[src/rtl/mem_port_arbiter_pkg.sv]
// Shared types and default widths for the unified-memory port arbiter.
// Request field widths follow the package defaults used by the top.
package mem_pkg;

    localparam int AW_DEF = 32;
    localparam int DW_DEF = 32;

    typedef enum logic [1:0] {
        IDLE = 2'd0,
        REQ  = 2'd1,
        RESP = 2'd2
    } arb_state_e;

    typedef enum logic {
        OWN_IF = 1'b0,
        OWN_D  = 1'b1
    } arb_owner_e;

    typedef struct packed {
        logic                  we;
        logic [DW_DEF/8-1:0]   be;
        logic [AW_DEF-1:0]     addr;
        logic [DW_DEF-1:0]     wdata;
    } mem_req_t;

endpackage

[src/rtl/mem_port_arbiter_if.sv]
// Request/response bus between the arbiter (master) and the memory wrapper (slave).
interface mem_port_arbiter_if #(
    parameter int AW = 32,
    parameter int DW = 32
);
    logic              mem_req_valid;
    logic              mem_req_ready;
    logic              mem_we;
    logic [DW/8-1:0]   mem_be;
    logic [AW-1:0]     mem_addr;
    logic [DW-1:0]     mem_wdata;
    logic              mem_rsp_valid;
    logic [DW-1:0]     mem_rdata;

    modport master (
        output mem_req_valid, mem_we, mem_be, mem_addr, mem_wdata,
        input  mem_req_ready, mem_rsp_valid, mem_rdata
    );

    modport slave (
        input  mem_req_valid, mem_we, mem_be, mem_addr, mem_wdata,
        output mem_req_ready, mem_rsp_valid, mem_rdata
    );
endinterface

[src/rtl/mem_port_arbiter_prio.sv]
// Winner select between fetch and data, with the fetch-starvation counter.
module mem_arb_prio
    import mem_pkg::*;
#(
    parameter int MAX_WAIT = 4
) (
    input  logic       clk,
    input  logic       rst_n,
    input  logic       if_req,
    input  logic       d_req,
    input  logic       grant,
    output arb_owner_e winner
);
    localparam logic [3:0] WAIT_LIM = 4'(MAX_WAIT);

    logic [3:0] wait_cnt;
    logic       fetch_forced;

    assign fetch_forced = if_req && (wait_cnt == WAIT_LIM);
    assign winner       = (d_req && !fetch_forced) ? OWN_D : OWN_IF;

    // Counts data grants that overtook a waiting fetch; any gap in if_req forgives the debt.
    always_ff @(posedge clk or negedge rst_n) begin
        if (!rst_n) begin
            wait_cnt <= '0;
        end else if (!if_req) begin
            wait_cnt <= '0;
        end else if (grant) begin
            if (winner == OWN_IF) begin
                wait_cnt <= '0;
            end else if (wait_cnt != WAIT_LIM) begin
                wait_cnt <= wait_cnt + 4'd1;
            end
        end
    end

endmodule

[src/rtl/mem_port_arbiter.sv]
// Serialises IF-stage fetches and MEM-stage loads/stores onto one single-ported memory.
// state | meaning
// IDLE  | no transaction; arbitrate and latch winner's request
// REQ   | mem_req_valid high, fields held until mem_req_ready
// RESP  | waiting for mem_rsp_valid; routed to the owner that cycle
module mem_port_arbiter
    import mem_pkg::*;
#(
    parameter int AW       = AW_DEF,
    parameter int DW       = DW_DEF,
    parameter int MAX_WAIT = 4
) (
    input  logic                    clk,
    input  logic                    rst_n,
    input  logic                    if_req,
    input  logic [AW-1:0]           if_addr,
    output logic                    if_rsp_valid,
    output logic [DW-1:0]           if_rdata,
    input  logic                    d_req,
    input  logic                    d_we,
    input  logic [DW/8-1:0]         d_be,
    input  logic [AW-1:0]           d_addr,
    input  logic [DW-1:0]           d_wdata,
    output logic                    d_rsp_valid,
    output logic [DW-1:0]           d_rdata,
    output logic                    stall_if,
    output logic                    stall_mem,
    mem_port_arbiter_if.master      mem
);
    localparam logic [1:0] ST_IDLE = IDLE;
    localparam logic [1:0] ST_REQ  = REQ;
    localparam logic [1:0] ST_RESP = RESP;

    logic [1:0] state;
    arb_owner_e owner_q;
    arb_owner_e winner;
    mem_req_t   req_q;
    logic       grant;
    logic       rsp_fire;

    assign grant = (state == ST_IDLE) && (if_req || d_req);

    mem_arb_prio #(.MAX_WAIT(MAX_WAIT)) u_prio (
        .clk    (clk),
        .rst_n  (rst_n),
        .if_req (if_req),
        .d_req  (d_req),
        .grant  (grant),
        .winner (winner)
    );

    always_ff @(posedge clk or negedge rst_n) begin
        if (!rst_n) begin
            state   <= ST_IDLE;
            owner_q <= OWN_IF;
            req_q   <= '0;
        end else begin
            case (state)
                ST_IDLE: begin
                    if (grant) begin
                        state   <= ST_REQ;
                        owner_q <= winner;
                        if (winner == OWN_D) begin
                            req_q <= '{we: d_we, be: d_be, addr: d_addr, wdata: d_wdata};
                        end else begin
                            req_q <= '{we: 1'b0, be: '1, addr: if_addr, wdata: '0};
                        end
                    end
                end
                ST_REQ: begin
                    if (mem.mem_req_ready) begin
                        state <= ST_RESP;
                    end
                end
                ST_RESP: begin
                    if (mem.mem_rsp_valid) begin
                        state <= ST_IDLE;
                    end
                end
                default: state <= ST_IDLE;
            endcase
        end
    end

    assign mem.mem_req_valid = (state == ST_REQ);
    assign mem.mem_we        = req_q.we;
    assign mem.mem_be        = req_q.be;
    assign mem.mem_addr      = req_q.addr;
    assign mem.mem_wdata     = req_q.wdata;

    // A requester that dropped its req was flushed; its response is swallowed.
    assign rsp_fire     = (state == ST_RESP) && mem.mem_rsp_valid;
    assign if_rsp_valid = rsp_fire && (owner_q == OWN_IF) && if_req;
    assign d_rsp_valid  = rsp_fire && (owner_q == OWN_D) && d_req;
    assign if_rdata     = if_rsp_valid ? mem.mem_rdata : '0;
    assign d_rdata      = (d_rsp_valid && !req_q.we) ? mem.mem_rdata : '0;

    assign stall_if  = if_req && !if_rsp_valid;
    assign stall_mem = d_req && !d_rsp_valid;

    a_rsp_only_in_resp: assert property (
        @(posedge clk) disable iff (!rst_n) mem.mem_rsp_valid |-> (state == ST_RESP)
    ) else $warning("mem_rsp_valid outside RESP ignored");

endmodule
[src/flat_wrapper.sv]
// flat-port wrapper written by rule: the top's interface ports become plain ports
module mem_port_arbiter_flat import mem_pkg::*;
#(
    parameter int AW       = AW_DEF,
    parameter int DW       = DW_DEF,
    parameter int MAX_WAIT = 4
)
  (clk, rst_n, if_req, if_addr, if_rsp_valid, if_rdata, d_req, d_we, d_be, d_addr, d_wdata, d_rsp_valid, d_rdata, stall_if, stall_mem, mem_mem_req_valid, mem_mem_we, mem_mem_be, mem_mem_addr, mem_mem_wdata, mem_mem_req_ready, mem_mem_rsp_valid, mem_mem_rdata);
  mem_port_arbiter_if #(.AW(AW), .DW(DW)) mem_i ();
  input  logic clk;
  input  logic rst_n;
  input  logic if_req;
  input  logic [AW-1:0] if_addr;
  output logic if_rsp_valid;
  output logic [DW-1:0] if_rdata;
  input  logic d_req;
  input  logic d_we;
  input  logic [DW/8-1:0] d_be;
  input  logic [AW-1:0] d_addr;
  input  logic [DW-1:0] d_wdata;
  output logic d_rsp_valid;
  output logic [DW-1:0] d_rdata;
  output logic stall_if;
  output logic stall_mem;
  output wire logic [$bits(mem_i.mem_req_valid)-1:0] mem_mem_req_valid;
  output wire logic [$bits(mem_i.mem_we)-1:0] mem_mem_we;
  output wire logic [$bits(mem_i.mem_be)-1:0] mem_mem_be;
  output wire logic [$bits(mem_i.mem_addr)-1:0] mem_mem_addr;
  output wire logic [$bits(mem_i.mem_wdata)-1:0] mem_mem_wdata;
  input wire logic [$bits(mem_i.mem_req_ready)-1:0] mem_mem_req_ready;
  input wire logic [$bits(mem_i.mem_rsp_valid)-1:0] mem_mem_rsp_valid;
  input wire logic [$bits(mem_i.mem_rdata)-1:0] mem_mem_rdata;
  assign mem_mem_req_valid = mem_i.mem_req_valid;
  assign mem_mem_we = mem_i.mem_we;
  assign mem_mem_be = mem_i.mem_be;
  assign mem_mem_addr = mem_i.mem_addr;
  assign mem_mem_wdata = mem_i.mem_wdata;
  assign mem_i.mem_req_ready = mem_mem_req_ready;
  assign mem_i.mem_rsp_valid = mem_mem_rsp_valid;
  assign mem_i.mem_rdata = mem_mem_rdata;
  mem_port_arbiter #(.AW(AW), .DW(DW), .MAX_WAIT(MAX_WAIT)) u_core (.clk(clk), .rst_n(rst_n), .if_req(if_req), .if_addr(if_addr), .if_rsp_valid(if_rsp_valid), .if_rdata(if_rdata), .d_req(d_req), .d_we(d_we), .d_be(d_be), .d_addr(d_addr), .d_wdata(d_wdata), .d_rsp_valid(d_rsp_valid), .d_rdata(d_rdata), .stall_if(stall_if), .stall_mem(stall_mem), .mem(mem_i));
endmodule
[config.mk]
export PLATFORM = sky130hd
export DESIGN_NAME = mem_port_arbiter_flat
export DESIGN_NICKNAME = d
export VERILOG_FILES = /design/src/rtl/mem_port_arbiter_pkg.sv /design/src/rtl/mem_port_arbiter_if.sv /design/src/rtl/mem_port_arbiter_prio.sv /design/src/rtl/mem_port_arbiter.sv /design/src/flat_wrapper.sv
export SDC_FILE = /design/constraint.sdc
export NUM_CORES = 1
export LEC_CHECK = 0
export CAP_MARGIN = 20
export CORE_ASPECT_RATIO = 0.5
export CORE_MARGIN = 4
export CORE_UTILIZATION = 39
export CTS_BUF_LIST = sky130_fd_sc_hd__clkbuf_8
export DETAILED_ROUTE_END_ITERATION = 10
export PLACE_DENSITY_LB_ADDON = 0.3
export SETUP_SLACK_MARGIN = 0.15
export SLEW_MARGIN = 20
export SYNTH_ARGS = -nofsm -noshare
export SYNTH_HDL_FRONTEND = slang
export SYNTH_SLANG_ARGS = --single-unit
[constraint.sdc]
create_clock -name clk -period 4.6 [get_ports clk]
set_input_delay 0.92 -clock clk [delete_from_list [all_inputs] [get_ports clk]]
set_output_delay 0.92 -clock clk [all_outputs]
set_load 0.005 [all_outputs]
==> flow_summary_export.csv, run 1 <==
group,metric,value,unit
status,status,"finished, final reports clean",
clocking,cts-buffers-inserted,9,
clocking,htreeDepth,3,
critical_path,worstPathRequired,3.68,ns
clocking,cts_resized,0,
floorplan,core,9540,µm²
sta,whs,0.5100,ns
synthesis,synth_edf_count,0,
synthesis,synth.cell_area,3867,µm²
detailed_routing,first_iter_violations,302,
layout,layout.nets,788,
placed_design,place_congestion,0.8836,
floorplan,fp.dieArea,11670,µm²
floorplan,ios,277,
power_and_ir_drop,p_per_area,467.5,nW/µm²
detailed_routing,viasPerCell,5.260,
placed_design,dpl.hpwl,10150,µm
synthesis,synth_top_family_by_area,"compound AO/OA/AOI/OAI gates",
sta,finalHoldViolCount,0,
clocking,clk_pin_slew_worst_paths,0.08,ns
detailed_routing,wl_per_cell,18.27,µm
synthesis,ys_seq_elements,76,
sta,grt_setup_unrepaired,"false",
power_and_ir_drop,report.power.total,3205,µW
sta,finalSetupTns,0,ns
floorplan,start_util,40.54,%
clocking,cts.sinks,76,
synthesis,synth.avg_cell_area,9.841,µm²
critical_path,cpMostUsedCell,"clkdlybuf4s50_1",
floorplan,die_w,148.8,µm
flow_run,drv_cap,0,
placed_design,post-place-ws,0.7714,ns
synthesis,synthMuxAreaShare,0,%
power_and_ir_drop,p_leak,0.002849,µW
clocking,cts_tree,"yes",
synthesis,synthCells,393,
sta,relSlewSlack,31.75,%
global_route,grt_pass1_wl,22190,µm
sta,report.final.slew_viol_count,0,
floorplan,rows,25,
synthesis,yosys_warnings,0,
critical_path,crit_path_max_incr_delay,1.14,ns
sta,period_share,83.26,%
synthesis,synth-xor-area-share,0,%
critical_path,crit_fanout,36,
synthesis,synthFlopType,"dfrtp_1",
critical_path,criticalPathCategory,"in -> out",
clocking,clockBufferDepth,2,
synthesis,synth_fa_ha_area_share,0.6470,%
detailed_routing,drtAntennaViolNets,0,
layout,syn_to_final_growth,77.26,%
synthesis,synth_compound_area_share,23.36,%
global_route,grt_antenna_before_repair,0,
detailed_routing,vias,4140,
synthesis,async_flop_share,100.0,%
clocking,hold_buffers,0,
clocking,clkLatencyLatePin,0.35,ns
synthesis,synth_cell_type_count,36,
sta,period_needed,3.830,ns
detailed_routing,drcViolationCount,0,
floorplan,die-height,78.42,µm
synthesis,syn-num-nets,534,
detailed_routing,drt_pre_antenna_iters,4,
sta,setup_viol,0,
placed_design,io_buffers,276,
critical_path,arrival,2.91,ns
clocking,cts_setup_buffers,0,
critical_path,cp_cell_sequence,"clkdlybuf4s50_1 -> and3_1 -> clkdlybuf4s50_1",
synthesis,seq_area_frac_synth,49.18,%
sta,fin_skew,0.01096,ns
global_route,grt-ovfl-total,0,
sta,max_freq,0.2611,GHz
global_route,grtUsageTotal,23.69,%
detailed_routing,wl,14380,µm
critical_path,startpoint_type,"primary input",
clocking,cts_root_buf,"clkbuf_8",
critical_path,reg2reg_slack,2.48,ns
critical_path,critPathSlowestCell,"clkdlybuf4s50_1",
global_route,grt_max_degree,77,
min_path,min_path_type,"reg -> reg",
power_and_ir_drop,max-vdd-ir-drop,0.0002889,V
sta,setup_ws,0.7699,ns
critical_path,endpoint_kind,"output port",
synthesis,synth_simple_gate_area_share,20.19,%
layout,fill_cells,737,
layout,drive_gt1_share,5.368,%
sta,tightestPinTransition,1.021,ns
layout,antenna_cells_inserted,0,
global_route,grt_pass1_vias,4151,
## kinds of logic (layout without fill, tap and decap cells)
kind of cell	after synthesis	in the layout
compound gates	141	141
flops	76	76
buf+inv	47	306
simple gates	127	127
fa+ha+maj	2	2
## critical path, delay by kind of cell
kind          cells  cell delay (ns)
buf+inv           2             1.68
simple gates      1             0.30
## through the flow
stage	instances	util (%)	cell area, µm²
after global routing	787	71.86	6855
after global placement	771	69.50	6630
final	787	71.86	6855
after CTS	787	71.86	6855
after detailed placement	771	69.50	6630
after floorplan	393	-	3867
## cell type report
class	instances	area, µm²	area share (%)
flip-flops and latches	76	1902	27.74
inverters	4	15.01	0.2190
well taps	135	168.9	2.464
repair buffers	286	2835	41.36
clock inverters	6	87.58	1.278
clock buffers	10	137.6	2.008
multi-input cells	270	1709	24.93
## registers in the layout (all words and copies together) (netlist names)
| register | count |
|---|---|
| u_core.mem.mem_addr | 32 |
| u_core.mem.mem_be | 4 |
| u_core.mem.mem_wdata | 32 |
| u_core.mem.mem_we | 1 |
| u_core.owner_q | 1 |
| u_core.state | 2 |
| u_core.u_prio.wait_cnt | 4 |
## path summary, 6_finish.rpt
check / from / cells past startpoint / to
max: if_req / 3 / if_rdata[19]
min: u_core.mem.mem_wdata[15] / 1 / u_core.mem.mem_wdata[15]
max reg2reg: u_core.state[1] / 3 / u_core.mem.mem_addr[5]
min reg2reg: u_core.mem.mem_wdata[15] / 1 / u_core.mem.mem_wdata[15]
max in group asynchronous: rst_n / 1 / u_core.owner_q
min in group asynchronous: rst_n / 1 / u_core.mem.mem_addr[22]
## Yosys cell counts, types with 2 or more instances
cell      count  area share (%)
nor3_2        2            0.52
o221ai_1      2            0.45
o22a_1        4            0.91
nor2_1        2            0.19
o21ai_0      28             3.6
nand3b_1      2            0.39
dfrtp_1      76              49
o21ai_1       6            0.78
and2_1       35             5.7
buf_2         4            0.52
clkbuf_1     27             2.6
buf_6         8             2.3
a22o_1       34             7.7
nand3_1      35             4.5
nand4_1       2            0.32
ha_1          2            0.65
a31oi_1      32             5.2
buf_4         4            0.78
nand4b_1      2            0.45
nand2_1       5            0.49
and3_1       32             5.2
inv_1         4            0.39
a21oi_1      32             4.1
## cell usage in the layout, fill, tap and decap left out, drive strengths merged, types with 4 or more instances in the layout
cell type,netlist,layout
clkdlybuf4s50,0,275
dfrtp,76,76
and2,36,36
nand3,35,35
a22o,34,34
o21ai,34,34
and3,32,32
a21oi,32,32
a31oi,32,32
buf,16,11
clkbuf,27,10
nand2,5,5
inv,4,4
o22a,4,4
nor2,4,4
clkinv,0,4
## routing by layer
layer	track usage [%]	vias to the layer above	wire, µm
li1	-	1959	-
met1	29.39	2019	5883
met5	0	-	0
met2	40.20	141	7213
met4	6.758	0	283
met3	7.382	21	1000
## report_power, final
part	internal (µW)	leakage [µW]	switching, µW
registers	964	0.000913	187
clock network	320	0.000116	252
logic	882	0.00182	599
No activity file was read; power rests on OpenSTA's default activity.
==> run 2: changes to the inputs <==
CORE_UTILIZATION = 36   (was 39)
clock period = 3.56 ns   (was 4.6 ns; I/O delays follow)
==> flow_summary_export.csv, run 2 (synthesis gave the netlist of run 1 again) <==
group,metric,value,unit
global_route,grt_antenna_before_repair,1,
power_and_ir_drop,p_per_area,604.2,nW/µm²
critical_path,rr_startpoint,"u_core.state[1]",
clocking,hold_buffers,0,
detailed_routing,drtAntennaViolNets,0,
placed_design,place_congestion,0.8725,
sta,fin_skew,0.009355,ns
global_route,grt-ovfl-total,0,
sta,relSlewSlack,35.15,%
layout,fill_cells,860,
detailed_routing,first_iter_violations,297,
sta,period_needed,3.180,ns
clocking,cts-buffers-inserted,9,
placed_design,io_buffers,276,
clocking,htreeDepth,3,
placed_design,dpl.hpwl,10370,µm
critical_path,r2r_cells,3,
flow_run,drv_cap,0,
detailed_routing,viasPerCell,5.154,
layout,multi_input_area,1709,µm²
critical_path,crit_fanout,32,
sta,finalSetupTns,0,ns
clocking,clockBufferDepth,2,
layout,mostFrequentLayoutCells,"clkdlybuf4s50_1 (275), dfrtp_1 (76), and2_1 (35), nand3_1 (35), a22o_1 (34)",
critical_path,reg2reg_slack,1.66,ns
sta,setup_viol,0,
status,status,"finished, final reports clean",
layout,layout.cells.most_common,"clkdlybuf4s50_1",
clocking,cts_resized,0,
clocking,cts_root_buf,"clkbuf_8",
layout,final_area,6884,µm²
critical_path,critPathTopFamily,"buffers and inverters",
power_and_ir_drop,p_leak,0.002861,µW
min_path,min_path_type,"in -> async",
clocking,cts_setup_buffers,0,
critical_path,crit_path_max_incr_delay,0.52,ns
clocking,clk_pin_slew_worst_paths,0.08,ns
power_and_ir_drop,report.power.total,4159,µW
critical_path,r2r_end,"u_core.mem.mem_addr[15]",
sta,report.final.slew_viol_count,0,
detailed_routing,drt_pre_antenna_iters,5,
layout,antenna_cells_inserted,0,
floorplan,die-height,81.29,µm
placed_design,place_area,6651,µm²
detailed_routing,drcViolationCount,0,
floorplan,core,10340,µm²
critical_path,cp_cell_sequence,"clkdlybuf4s50_1 -> nand4b_1 -> nor3_2 -> buf_4 -> and2_1 -> clkdlybuf4s50_1",
layout,utilization,66.55,%
critical_path,cpMostUsedCell,"clkdlybuf4s50_1",
floorplan,fp.dieArea,12570,µm²
detailed_routing,wl_per_cell,18.06,µm
critical_path,worstPathRequired,2.85,ns
global_route,grt_pass1_vias,4178,
critical_path,arrival,2.47,ns
layout,syn_to_final_growth,78.00,%
sta,max_freq,0.3145,GHz
critical_path,startpoint_type,"primary input",
detailed_routing,wl,14340,µm
sta,grt_setup_unrepaired,"false",
clocking,cts.sinks,76,
sta,period_share,89.32,%
global_route,grt_max_degree,77,
layout,seq_area,1902,µm²
critical_path,criticalPathCategory,"in -> out",
layout,drive_gt1_share,5.657,%
clocking,clkLatencyLatePin,0.35,ns
layout,layout.nets,790,
floorplan,start_util,37.39,%
critical_path,crit_buf_inv,3,
detailed_routing,vias,4092,
floorplan,die_w,154.6,µm
global_route,grt_pass1_wl,22040,µm
global_route,grtUsageTotal,22.06,%
floorplan,rows,26,
critical_path,endpoint_kind,"output port",
sta,tightestPinTransition,0.9728,ns
floorplan,ios,277,
critical_path,critPathSlowestCell,"clkdlybuf4s50_1",
sta,whs,0.4838,ns
clocking,cts_tree,"yes",
sta,finalHoldViolCount,0,
power_and_ir_drop,max-vdd-ir-drop,0.0002935,V
-- run 2: changes by cell type in the layout (fill, tap and decap cells not counted), sizes merged --
cell / change
buf: +2
clkinv: -2
inv: +2
-- run 2: how the worst max path moves through the flow --
stage | from | endpoint | depth (start not counted)
5_1_grt | mem_mem_rsp_valid | d_rdata[25] | 6
6_report | mem_mem_rsp_valid | d_rdata[25] | 6
3_5_place_dp | mem_mem_rsp_valid | d_rdata[25] | 6
3_3_place_gp | mem_mem_rsp_valid | if_rdata[19] | 6
4_1_cts | mem_mem_rsp_valid | d_rdata[25] | 6
2_1_floorplan | mem_mem_rsp_valid | d_rdata[10] | 4
-- run 2: per-stage QoR --
stage | setup slack, ns | std cells
after global placement | 0.4442 | 778
after detailed placement | 0.3602 | 778
after global routing | 0.2284 | 794
final | 0.3801 | 794
after CTS | 0.3629 | 794
after floorplan | 1.442 | 393
-- run 2: metal layers --
metal  vias to the layer above  global-route usage [%]  routed length (µm)
met3                        16                   6.333                 999
met4                         2                   5.727                 146
met1                      1963                   26.87                5736
met2                       150                   39.09                7447
li1                       1961                       -                   -
met5                         -                       0                   8
-- run 2: area by class of cell --
cell class                 count  share of cell area [%]
clock buffer                  10                   1.999
clock inverter                 6                   1.381
inverter                       4                  0.2181
multi-input combinational    270                   24.83
sequential                    76                   27.63
tap                          140                   2.545
timing repair buffer         288                   41.40
-- run 2: power by group --
group | internal, µW | leakage, µW | switching [µW]
Combinational | 1150 | 0.00183 | 781
Sequential | 1240 | 0.000913 | 233
Clock | 421 | 0.000117 | 329
Total | 2820 | 0.00286 | 1340
==> run 3: changes to the inputs <==
CORE_MARGIN = 5   (was 4)
==> flow_summary_export.csv, run 3 (synthesis gave the netlist of run 1 again) <==
group,metric,value,unit
placed_design,post-place-ws,0.3399,ns
detailed_routing,wl_per_cell,18.81,µm
detailed_routing,vias,4118,
critical_path,rr_startpoint,"u_core.u_prio.wait_cnt[0]",
sta,relSlewSlack,67.63,%
clocking,cts_setup_buffers,0,
floorplan,ios,277,
global_route,grt_pass1_vias,4334,
critical_path,criticalPathCategory,"in -> out",
critical_path,cpMostUsedCell,"clkdlybuf4s50_1",
placed_design,dpl.hpwl,10730,µm
clocking,htreeDepth,3,
detailed_routing,drt_pre_antenna_iters,4,
critical_path,crit_path_max_incr_delay,0.51,ns
layout,syn_to_final_growth,78.13,%
global_route,grtUsageTotal,22.38,%
critical_path,worstPathRequired,2.85,ns
detailed_routing,drtAntennaViolNets,0,
clocking,clkLatencyLatePin,0.35,ns
sta,grt_setup_unrepaired,"false",
sta,report.final.slew_viol_count,0,
clocking,cts-buffers-inserted,9,
sta,finalHoldViolCount,0,
min_path,min_path_type,"in -> async",
layout,layout.nets,791,
clocking,cts_tree,"yes",
layout,drive_gt1_share,5.802,%
detailed_routing,drcViolationCount,0,
sta,setup_ws,0.3280,ns
layout,fill_cells,843,
global_route,grt_pass1_wl,23700,µm
power_and_ir_drop,p_leak,0.002859,µW
power_and_ir_drop,p_sw,1372,µW
power_and_ir_drop,power_frac_comb,47.3,%
detailed_routing,viasPerCell,5.180,
flow_run,drv_cap,0,
status,status,"finished, final reports clean",
floorplan,start_util,37.39,%
critical_path,endpoint_kind,"output port",
global_route,grt_antenna_before_repair,0,
floorplan,core,10340,µm²
placed_design,io_buffers,276,
detailed_routing,first_iter_violations,360,
power_and_ir_drop,swShare,33.31,%
critical_path,critPathSlowestCell,"clkdlybuf4s50_1",
sta,fin_skew,0.008894,ns
critical_path,arrival,2.52,ns
layout,layout.cells.most_common,"clkdlybuf4s50_1",
floorplan,die_w,156.6,µm
clocking,clk_pin_slew_worst_paths,0.09,ns
critical_path,cp-startpoint,"mem_mem_rsp_valid",
clocking,hold_buffers,0,
power_and_ir_drop,power_frac_clock,16.6,%
power_and_ir_drop,p_per_area,597.8,nW/µm²
critical_path,cp_cell_sequence,"clkdlybuf4s50_1 -> nand4b_1 -> nor3_2 -> buf_4 -> and2_1 -> clkdlybuf4s50_1",
sta,setup_viol,0,
floorplan,rows,26,
power_and_ir_drop,seqPwrFrac,36.1,%
power_and_ir_drop,p_int,2747,µW
clocking,clockBufferDepth,2,
critical_path,crit_fanout,32,
layout,antenna_cells_inserted,0,
layout,mostFrequentLayoutCells,"clkdlybuf4s50_1 (275), dfrtp_1 (76), and2_1 (35), nand3_1 (35), a22o_1 (34)",
clocking,cts_resized,0,
detailed_routing,wl,14950,µm
sta,max_freq,0.3094,GHz
global_route,grt_max_degree,77,
critical_path,startpoint_type,"primary input",
sta,tightestPinTransition,0.4855,ns
global_route,grt-ovfl-total,0,
floorplan,die-height,83.29,µm
sta,finalSetupTns,0,ns
sta,period_needed,3.232,ns
placed_design,place_congestion,0.9064,
floorplan,fp.dieArea,13040,µm²
clocking,cts.sinks,76,
clocking,cts_root_buf,"clkbuf_8",
sta,period_share,90.79,%
power_and_ir_drop,max-vdd-ir-drop,0.0003157,V
==> run 3: per-layer routing <==
layer  wire length [µm]  up-vias  share of wire, %  GRT usage (%)
met3               1063       22               7.1          6.698
met5                  0        -                 0              0
met4                286        0               1.9          6.299
met1               5977     1997                40          27.13
met2               7624      138                51          38.57
li1                   -     1961                 -              -
==> run 3: cell type report <==
cell class,instances,area (µm²),share of cell area [%]
clock inverters,6,72.57,1.053
well taps,140,175.2,2.543
clock buffers,10,137.6,1.998
flip-flops and latches,76,1902,27.61
inverters,4,15.01,0.2179
repair buffers,289,2878,41.77
multi-input cells,270,1709,24.81
==> run 3: stage by stage <==
step	std cells	hold slack (ns)	power (µW)	instance area (µm²)	util (%)
finish	795	0.2413	4119	6889	66.59
global route	795	0.2285	4379	6889	66.59
global placement	778	0.4874	3403	6651	64.30
floorplan	393	0.4164	2332	3867	-
CTS	794	0.5142	4161	6862	66.33
detailed placement	778	0.4901	3457	6651	64.30
==> run 3: worst paths after layout <==
| check | to | cells past startpoint | slack, ns |
|---|---|---|---|
| worst max-delay path | d_rdata[12] | 6 | 0.33 |
| worst min-delay path | u_core.mem.mem_addr[20] | 1 | 0.24 |
| worst max register to register | u_core.mem.mem_wdata[16] | 6 | 1.57 |
| worst min register to register | u_core.mem.mem_wdata[10] | 1 | 0.51 |
| max in group asynchronous | u_core.mem.mem_we | 2 | 2.74 |
| min in group clk | u_core.mem.mem_wdata[10] | 1 | 0.51 |
==> run 3: power groups by stage <==
stage	Combinational [µW]	Sequential [µW]	Clock (µW)
final	1950	1490	684
after global routing	2090	1540	748
after global placement	1930	1480	0
after floorplan	839	1490	0
after CTS	1970	1490	707
after detailed placement	1960	1490	0
==> run 3: critical path: cells and delay by family <==
kind	cells	cell delay (ns)
buffers and inverters	3	1.29
and+or+nand+nor	3	0.51
